<file path="config.mk">
export PLATFORM = sky130hd
export DESIGN_NAME = hilo_muldiv_ctrl
export DESIGN_NICKNAME = d
export VERILOG_FILES = /design/src/rtl/muldiv_pkg.sv /design/src/rtl/mul_pipe.sv /design/src/rtl/hilo_muldiv_ctrl.sv
export SDC_FILE = /design/constraint.sdc
export NUM_CORES = 2
export LEC_CHECK = 0
export BUFFER_PORTS_ARGS = -buffer_cell sky130_fd_sc_hd__buf_2
export CELL_PAD_IN_SITES_DETAIL_PLACEMENT = 0
export CELL_PAD_IN_SITES_GLOBAL_PLACEMENT = 1
export CORE_UTILIZATION = 50
export CTS_CLUSTER_SIZE = 28
export DETAILED_ROUTE_END_ITERATION = 8
export GPL_ROUTABILITY_DRIVEN = 0
export GPL_TIMING_DRIVEN = 0
export HOLD_SLACK_MARGIN = 0.08
export PLACE_DENSITY_LB_ADDON = 0.08
export SETUP_SLACK_MARGIN = 0.4
export SLEW_MARGIN = 20
export SYNTH_ARGS = -nofsm -noshare
export SYNTH_HDL_FRONTEND = slang
export SYNTH_SLANG_ARGS = --single-unit
</file>
<file path="constraint.sdc">
create_clock -name clk -period 10.7 [get_ports clk]
set_input_delay 1.07 -clock clk [delete_from_list [all_inputs] [get_ports clk]]
set_output_delay 1.07 -clock clk [all_outputs]
set_load 0.02 [all_outputs]
</file>
<file path="src/rtl/muldiv_pkg.sv">
// rtl/muldiv_pkg.sv - shared op codes, FSM encodings and default width for the HI/LO unit
package muldiv_pkg;

  localparam int WIDTH_DEF = 32;

  typedef enum logic [3:0] {
    NOP   = 4'd0,
    MULT  = 4'd1,
    MULTU = 4'd2,
    DIV   = 4'd3,
    DIVU  = 4'd4,
    MTHI  = 4'd5,
    MTLO  = 4'd6,
    MFHI  = 4'd7,
    MFLO  = 4'd8
  } muldiv_op_e;

  localparam logic [1:0] ST_IDLE = 2'd0;
  localparam logic [1:0] ST_MUL  = 2'd1;
  localparam logic [1:0] ST_DIV  = 2'd2;
  localparam logic [1:0] ST_DONE = 2'd3;

endpackage

</file>
<file path="src/rtl/mul_pipe.sv">
// rtl/mul_pipe.sv - WIDTH x WIDTH -> 2*WIDTH multiplier; HI/LO capture in the parent is the last stage
module mul_pipe #(
  parameter int WIDTH   = 32,
  parameter int MUL_LAT = 2
) (
  input  logic                 clk,
  input  logic                 rst,
  input  logic                 is_signed,
  input  logic [WIDTH-1:0]     a,
  input  logic [WIDTH-1:0]     b,
  input  logic                 valid_in,
  output logic [2*WIDTH-1:0]   product,
  output logic                 valid_out
);

  localparam int STAGES = MUL_LAT - 1;

  logic [2*WIDTH-1:0] a_ext, b_ext, prod_raw;

  // Low 2*WIDTH bits of the extended product are correct for both signed and unsigned
  always_comb begin
    a_ext    = {{WIDTH{is_signed & a[WIDTH-1]}}, a};
    b_ext    = {{WIDTH{is_signed & b[WIDTH-1]}}, b};
    prod_raw = a_ext * b_ext;
  end

  generate
    if (STAGES == 0) begin : g_comb
      assign product   = prod_raw;
      assign valid_out = valid_in;
    end else begin : g_pipe
      logic [2*WIDTH-1:0] prod_d [STAGES];
      logic [2*WIDTH-1:0] prod_q [STAGES];
      logic [STAGES-1:0]  vld_d, vld_q;

      always_comb begin
        prod_d[0] = prod_raw;
        vld_d[0]  = valid_in;
        for (int i = 1; i < STAGES; i++) begin
          prod_d[i] = prod_q[i-1];
          vld_d[i]  = vld_q[i-1];
        end
      end

      always_ff @(posedge clk) begin
        if (rst) vld_q <= '0;
        else     vld_q <= vld_d;
        prod_q <= prod_d;
      end

      assign product   = prod_q[STAGES-1];
      assign valid_out = vld_q[STAGES-1];
    end
  endgenerate

endmodule

</file>
<file path="src/rtl/hilo_muldiv_ctrl.sv">
// rtl/hilo_muldiv_ctrl.sv - EX-stage HI/LO sequencer: multiplier pipe, divider handshake, HI/LO registers
module hilo_muldiv_ctrl
  import muldiv_pkg::*;
#(
  parameter int WIDTH   = WIDTH_DEF,
  parameter int MUL_LAT = 2
) (
  input  logic                 clk,
  input  logic                 rst,
  input  logic                 ex_valid,
  input  logic [3:0]           ex_op,
  input  logic [WIDTH-1:0]     ex_a,
  input  logic [WIDTH-1:0]     ex_b,
  input  logic                 pipe_stall,
  input  logic                 flush,
  output logic                 stall_req,
  output logic [WIDTH-1:0]     mf_data,
  output logic [WIDTH-1:0]     hi_o,
  output logic [WIDTH-1:0]     lo_o,
  output logic                 div_start,
  output logic                 div_signed,
  output logic [WIDTH-1:0]     div_a,
  output logic [WIDTH-1:0]     div_b,
  output logic                 div_enable,
  output logic                 div_annul,
  input  logic [2*WIDTH-1:0]   div_result,
  input  logic                 div_ready
);

  logic [1:0]         state_q, state_d;
  logic [WIDTH-1:0]   hi_q, hi_d, lo_q, lo_d;
  logic [WIDTH-1:0]   div_a_q, div_a_d, div_b_q, div_b_d;
  logic               div_start_q, div_start_d, div_signed_q, div_signed_d;
  logic               go, is_mul, is_div, mul_vout;
  logic [2*WIDTH-1:0] mul_prod;

  always_comb begin
    go     = ex_valid & ~flush & (state_q == ST_IDLE);
    is_mul = (ex_op == MULT) || (ex_op == MULTU);
    is_div = (ex_op == DIV) || (ex_op == DIVU);
  end

  // Flush also clears the pipe so a killed product can never complete a later MULT
  mul_pipe #(.WIDTH(WIDTH), .MUL_LAT(MUL_LAT)) u_mul_pipe (
    .clk       (clk),
    .rst       (rst | flush),
    .is_signed (ex_op == MULT),
    .a         (ex_a),
    .b         (ex_b),
    .valid_in  (go & is_mul),
    .product   (mul_prod),
    .valid_out (mul_vout)
  );

  always_comb begin
    state_d      = state_q;
    hi_d         = hi_q;
    lo_d         = lo_q;
    div_a_d      = div_a_q;
    div_b_d      = div_b_q;
    div_start_d  = div_start_q;
    div_signed_d = div_signed_q;
    stall_req    = 1'b0;
    case (state_q)
      ST_IDLE: begin
        if (go) begin
          if (is_mul) begin
            stall_req = 1'b1;
            state_d   = ST_MUL;
            if (mul_vout) begin
              {hi_d, lo_d} = mul_prod;
              state_d      = ST_DONE;
            end
          end else if (is_div && (ex_b != '0)) begin
            stall_req    = 1'b1;
            state_d      = ST_DIV;
            div_start_d  = 1'b1;
            div_signed_d = (ex_op == DIV);
            div_a_d      = ex_a;
            div_b_d      = ex_b;
          end else if (!pipe_stall && (ex_op == MTHI)) begin
            hi_d = ex_a;
          end else if (!pipe_stall && (ex_op == MTLO)) begin
            lo_d = ex_a;
          end
        end
      end
      ST_MUL: begin
        stall_req = 1'b1;
        if (flush) begin
          state_d = ST_IDLE;
        end else if (mul_vout) begin
          {hi_d, lo_d} = mul_prod;
          state_d      = ST_DONE;
        end
      end
      ST_DIV: begin
        stall_req = 1'b1;
        if (flush) begin
          state_d     = ST_IDLE;
          div_start_d = 1'b0;
        end else if (div_ready) begin
          hi_d        = div_result[2*WIDTH-1:WIDTH];
          lo_d        = div_result[WIDTH-1:0];
          div_start_d = 1'b0;
          state_d     = ST_DONE;
        end
      end
      ST_DONE: begin
        // The finished op is still sitting in EX; leave only once it moves on
        if (flush || !pipe_stall) state_d = ST_IDLE;
      end
      default: state_d = ST_IDLE;
    endcase
  end

  always_comb begin
    mf_data = '0;
    if (ex_valid && (ex_op == MFHI)) mf_data = hi_q;
    else if (ex_valid && (ex_op == MFLO)) mf_data = lo_q;
  end

  always_ff @(posedge clk) begin
    if (rst) begin
      state_q      <= ST_IDLE;
      hi_q         <= '0;
      lo_q         <= '0;
      div_a_q      <= '0;
      div_b_q      <= '0;
      div_start_q  <= 1'b0;
      div_signed_q <= 1'b0;
    end else begin
      state_q      <= state_d;
      hi_q         <= hi_d;
      lo_q         <= lo_d;
      div_a_q      <= div_a_d;
      div_b_q      <= div_b_d;
      div_start_q  <= div_start_d;
      div_signed_q <= div_signed_d;
    end
  end

  assign hi_o       = hi_q;
  assign lo_o       = lo_q;
  assign div_start  = div_start_q;
  assign div_signed = div_signed_q;
  assign div_a      = div_a_q;
  assign div_b      = div_b_q;
  assign div_enable = ~pipe_stall;
  assign div_annul  = flush;

endmodule

</file>
After elaboration in Yosys (flattened, before gate mapping)
Cells that the tools add are included.

$mul: 1. Equal/unequal tests: 25. Mux-type cells: 41. Bitwise operators: 9. Reduce and logical (&&, ||, !) cells: 19.

Operators by type and width (count): $mux 32 (19); $pmux 32 s3 (2); $mul 33x33->64 (1); $reduce_bool 32->1 (1); $mux 2 (9); $eq 4x3->1 const B (4); $ne 2x2->1 const B (6); $ne 3x2->1 const B (4); $reduce_and 5->1 (2); $ne 3x3->1 const B (3); $eq 4x2->1 const B (2); $mux 1 (8); $pmux 2 s4 (1); $reduce_and 8->1 (1); $reduce_and 7->1 (1); $and 1x1->1 (5); $logic_and 1x1->1 (5); $eq 2x2->1 const B (2); $eq 4x1->1 const B (1); $eq 4x4->1 const B (1); $pmux 1 s2 (2); $reduce_and 4->1 (1); $logic_or 1x1->1 (3); $not 1->1 (3); 8 further kinds (8).

Bits in registers: 197. Output and inout bits: 165. Logic and storage cells: 104.

Depth between registers and ports, before layout
Depth after elaboration: 8. Gate-level depth with buffers: 32.

By module
A second synthesis with hierarchy kept.

Cell total of the unflattened synthesis: 5193. Area total of the unflattened synthesis: 46355.7 µm².

Modules (own cells, without submodules): mul_pipe (times used 1, cells each 4185, area each 38938.6 µm²); hilo_muldiv_ctrl (times used 1, cells each 1008, area each 7417.1 µm²).

Worst setup path before layout
OpenSTA, ideal clock, no wires.

Path type: input to register. Start point: input ex_op[3]. End point: register u_mul_pipe.g_pipe.prod_q (netlist bit u_mul_pipe.product[61]). Setup time: 0.072 ns. Arrival time: 8.578 ns. Required time: 10.628 ns. Setup slack: 2.050 ns. Cell stages on the path: 30. Buffers on the path: 3. Cells stage by stage: clkbuf_1 nor3_1 and2_1 clkbuf_1 nand2_1 inv_1 fa_1 inv_1 fa_1 inv_1 fa_1 fa_1 inv_1 fa_1 fa_1 fa_1 fa_1 inv_1 ha_1 clkbuf_1 a21oi_1 nand2b_1 nand2b_1 a21oi_1 nor2b_1 o21ai_0 nand2b_1 a221o_1 a21oi_1 xnor2_1.

RTL lines: start: declaration (line hilo_muldiv_ctrl.sv:11) `input logic [3:0] ex_op,`; end signal: assignment (line mul_pipe.sv:48) `prod_q <= prod_d;`; end: declaration (line mul_pipe.sv:33) `logic [2*WIDTH-1:0] prod_q [STAGES];`.

==> results.txt <==
Proportion of layout cells with a drive suffix above 1: 7.91%. After the last flow step, the layout net total stands at 7043. Setup slack on the critical path of the routed design comes to 0.616 ns. Dividing the final minimum period by the clock period gives 94.2%. The number of setup violations in the final report is 0.

The clock net in this run drives a total of 197 sinks. The count of nets left with antenna violations once routing finished came out at 0. Buffers inserted during clock tree synthesis total 17. Grouping stages by cell kind, the critical path spends the most delay in adder cells.

The number of nets in the synthesized netlist is 6778. The synthesized netlist devotes 53.8% of its cell area to adder and majority cells. The most numerous cell type found on the critical path is sky130_fd_sc_hd__fa_1.

In this run the vertical extent of the chip is 308 um. The maximum fanout encountered on the critical timing path came out at 10. After synthesis the netlist holds a flip-flop and latch count of 197.

For the worst setup path, the data arrival time is 10.44 ns. The worst setup path is launched from an input port. The count of buffers added on input and output ports is 243. Warning count from the yosys run: 0.

The final sum of negative setup slack was 0 ns; the maximum level of the CTS H-tree was 4. The number of cells on the worst reg-to-reg path is 8. The area of the mapped netlist is 0.0470 mm^2, and the register cell area after layout is 0.00394 mm^2.

The post-synthesis area per instance was 8.87 um^2. The total grt overflow is 0. The tools report the worst setup slack before clock tree synthesis as -0.690 ns. The tool flagged a number of max-cap violations equal to 0. The run gives 0 as the hold violation total from the final report. Cells fill 54.2% of the core in the end.

The largest area contributor in the synthesized netlist is sky130_fd_sc_hd__fa_1. For the normalized max-slew margin, the log shows 19.0%. TritonCTS built the clock tree. After synthesis, the share of flip-flops with an asynchronous set or reset is 0%. The total via count after detailed routing came out at 38.5k. The global-route wire length before repair is 264000 um.

Most used flip-flop cell after synthesis: sky130_fd_sc_hd__dfxtp_1. The critical-path cell with the highest stage delay is sky130_fd_sc_hd__clkbuf_1. Along the worst hold path, the cell count comes to 2. The site row count is 112. For this design, the CTS-stage hold fixing added 0 buffers. Wires add up to 182000 um. Setup repair after global routing left no endpoint under its margin.

Type of the most critical hold path: reg2reg. For the final database, setup skew stands at 0.0178 ns. In the synthesized netlist, the number of instances is 5297.

The mean routed wirelength per cell is 26.6 um. The critical path class was in2reg. The synthesized netlist devotes 15.4% of its cell area to simple gates.

Clock-pin slew was measured on the worst setup and hold paths at 0.08 ns. The fraction of synthesized cell area in xor and xnor cells was 1.42%. The number of distinct library cell variants in the gate-level netlist after synthesis is 84, and the number of violations reported at the end of detailed-routing iteration 0 is 3696. The overall global routing resource usage is 39.0%. No sink is reached through more buffers than the 2 on the longest clock path. STA puts the critical path data required time at 11.06 ns. In the final layout, the multi-input gates occupy 0.0373 mm^2. Entering global routing, the biggest net connects 20 pins.

The cell count along the critical path was 29; the sequential area share after synthesis was 8.40%. The first-pass iteration count of the detailed router is 6. Clock insertion delay at the later pin of the skew report: 0.46 ns.

Starting utilization of the core area: 50.4%. In the routed layout, each cell is associated on average with a via count of 5.62. The share of Yosys cell area claimed by the top area cell type is 48.0%. The tools report the number of global-route vias before repair as 38.7k. The synthesized netlist devotes 7.22% of its cell area to compound gates. 303 I/O pins were placed.

The signed area change from the synthesized netlist to the final layout is 7.46%. Measured along the x axis, the die boundary spans 308 um. The number of synthesized flops with an enable pin is 0, and the die area is 0.0952 mm^2.

STA classifies the critical path endpoint as a register. The post-route DRC violation count is 0. The largest single stage delay on the critical path is 0.90 ns. The logs give 21 for the number of antenna violations at the first check in global routing and 0.0992 GHz for the highest clock rate. The worst-margin pin slew was 1.22 ns. The dominant combinational cell family by area after synthesis is adder cells.

For the finished layout, the period the worst path requires is 10.08 ns. Detailed placement finished with a half-perimeter wire length of 153000 um. CTS placed an instance of sky130_fd_sc_hd__clkbuf_16 at the clock tree root. After floorplanning, the core was sized to cover 0.0932 mm^2. The multiplexer share of the synthesized area works out to 1.53%. Fill cell total of the finished layout: 9050. In the post-synthesis netlist, the biggest area contributors are sky130_fd_sc_hd__fa_1, sky130_fd_sc_hd__inv_1, sky130_fd_sc_hd__dfxtp_1. The run gives 0 as the max-slew violation count.

The number of buffers and inverters on the critical path is 6. The run finished with clean final reports.
registers in the layout, indices dropped and copies added (netlist names):
name,count
lo_o,32
div_a,32
hi_o,32
u_mul_pipe.valid_out,1
div_signed,1
div_b,32
u_mul_pipe.product,64
div_start,1
state_q,2
metrics by stage:
step,instance area (um^2),std cells,hold WS [ns]
global route,50400,6836,0.472
finish,50500,6842,0.453
detailed placement,49800,6796,0.445
global placement,49700,6794,0.441
CTS,50400,6828,0.455
floorplan,47000,5297,0.494
cells in the final DEF (no fill, tap or decap), types with 17 or more instances in the layout:
| cell | instances |
|---|---|
| sky130_fd_sc_hd__a211oi_1 | 69 |
| sky130_fd_sc_hd__a21o_1 | 24 |
| sky130_fd_sc_hd__a21oi_1 | 184 |
| sky130_fd_sc_hd__a22o_1 | 96 |
| sky130_fd_sc_hd__and2_1 | 302 |
| sky130_fd_sc_hd__and3_1 | 19 |
| sky130_fd_sc_hd__buf_2 | 251 |
| sky130_fd_sc_hd__clkbuf_1 | 324 |
| sky130_fd_sc_hd__clkbuf_16 | 17 |
| sky130_fd_sc_hd__clkbuf_2 | 20 |
| sky130_fd_sc_hd__dfxtp_1 | 197 |
| sky130_fd_sc_hd__fa_1 | 1124 |
| sky130_fd_sc_hd__ha_1 | 218 |
| sky130_fd_sc_hd__inv_1 | 1136 |
| sky130_fd_sc_hd__mux2_2 | 64 |
| sky130_fd_sc_hd__nand2_1 | 907 |
| sky130_fd_sc_hd__nor2_1 | 237 |
| sky130_fd_sc_hd__nor3_1 | 74 |
| sky130_fd_sc_hd__o21ai_0 | 23 |
| sky130_fd_sc_hd__xnor2_1 | 55 |
| sky130_fd_sc_hd__xor2_1 | 20 |
cell usage after synthesis (8+ instances only):
library cell,number
sky130_fd_sc_hd__inv_1,1137
sky130_fd_sc_hd__fa_1,1125
sky130_fd_sc_hd__nand2_1,907
sky130_fd_sc_hd__clkbuf_1,342
sky130_fd_sc_hd__and2_1,302
sky130_fd_sc_hd__nor2_1,237
sky130_fd_sc_hd__ha_1,218
sky130_fd_sc_hd__dfxtp_1,197
sky130_fd_sc_hd__a21oi_1,185
sky130_fd_sc_hd__a22o_1,96
sky130_fd_sc_hd__nor3_1,75
sky130_fd_sc_hd__a211oi_1,69
sky130_fd_sc_hd__mux2_2,64
sky130_fd_sc_hd__xnor2_1,56
sky130_fd_sc_hd__a21o_1,24
sky130_fd_sc_hd__o21ai_0,23
sky130_fd_sc_hd__xor2_1,20
sky130_fd_sc_hd__and3_1,19
sky130_fd_sc_hd__nand3_1,14
sky130_fd_sc_hd__or2_2,12
sky130_fd_sc_hd__nand2b_1,11
sky130_fd_sc_hd__nand4_1,11
sky130_fd_sc_hd__nor4_1,9
sky130_fd_sc_hd__o21a_1,9
sky130_fd_sc_hd__buf_2,8
sky130_fd_sc_hd__nor2b_1,8
path summary, 6_finish.rpt:
path | startpoint | to | slack [ns]
min | div_b[27] | div_b[27] | 0.45
min reg2reg | div_b[27] | div_b[27] | 0.45
max reg2reg | state_q[1] | div_b[27] | 7.74
max | ex_op[1] | u_mul_pipe.product[63] | 0.62
per-layer routing:
layer | part of all wire [%] | up-vias | GRT usage (%)
met4 | 5.1 | 16 | 17.4
li1 | - | 16200 | -
met1 | 41 | 20000 | 53.5
met3 | 10 | 363 | 9.02
met2 | 44 | 1902 | 58.6
met5 | 0.16 | - | 1.60
area by class of cell:
class	count	area share, %
well taps	1254	3.11
inverters	1137	8.46
diodes	13	0.0645
multi-input cells	3594	73.9
clock buffers	19	0.878
repair buffers	246	2.53
plain buffers	369	2.97
flip-flops and latches	197	7.81
clock inverters	13	0.263
timing repair:
item / 4_1_cts / 5_1_grt
pin swaps: 0 / 1
setup endpoints to repair: 6 / 3
gates resized for setup: 4 / 8
setup buffers: 0 / 1
worst register-to-register path, stage by stage, from the launching register on:
cell,delay [ns]
sky130_fd_sc_hd__dfxtp_1,0.37
sky130_fd_sc_hd__inv_1,0.12
sky130_fd_sc_hd__ha_1,0.31
sky130_fd_sc_hd__nand2_1,0.15
sky130_fd_sc_hd__nor2_1,0.24
sky130_fd_sc_hd__clkbuf_1,0.51
sky130_fd_sc_hd__clkbuf_1,0.69
sky130_fd_sc_hd__nand2_1,0.30
sky130_fd_sc_hd__a21oi_1,0.18
logic make-up (layout without fill, tap and decap cells):
kind of cell    count (synthesis)  in the layout
simple gates                 1628           1628
fa+ha+maj                    1343           1343
mux                            64             64
flops                         197            197
xor+xnor                       76             76
other cells                     0             13
buf+inv                      1506           1784
compound gates                483            483
Power is left out: the tool's default activity adds up to more than one toggle a clock period on the data nets, which glitch-free logic cannot reach.
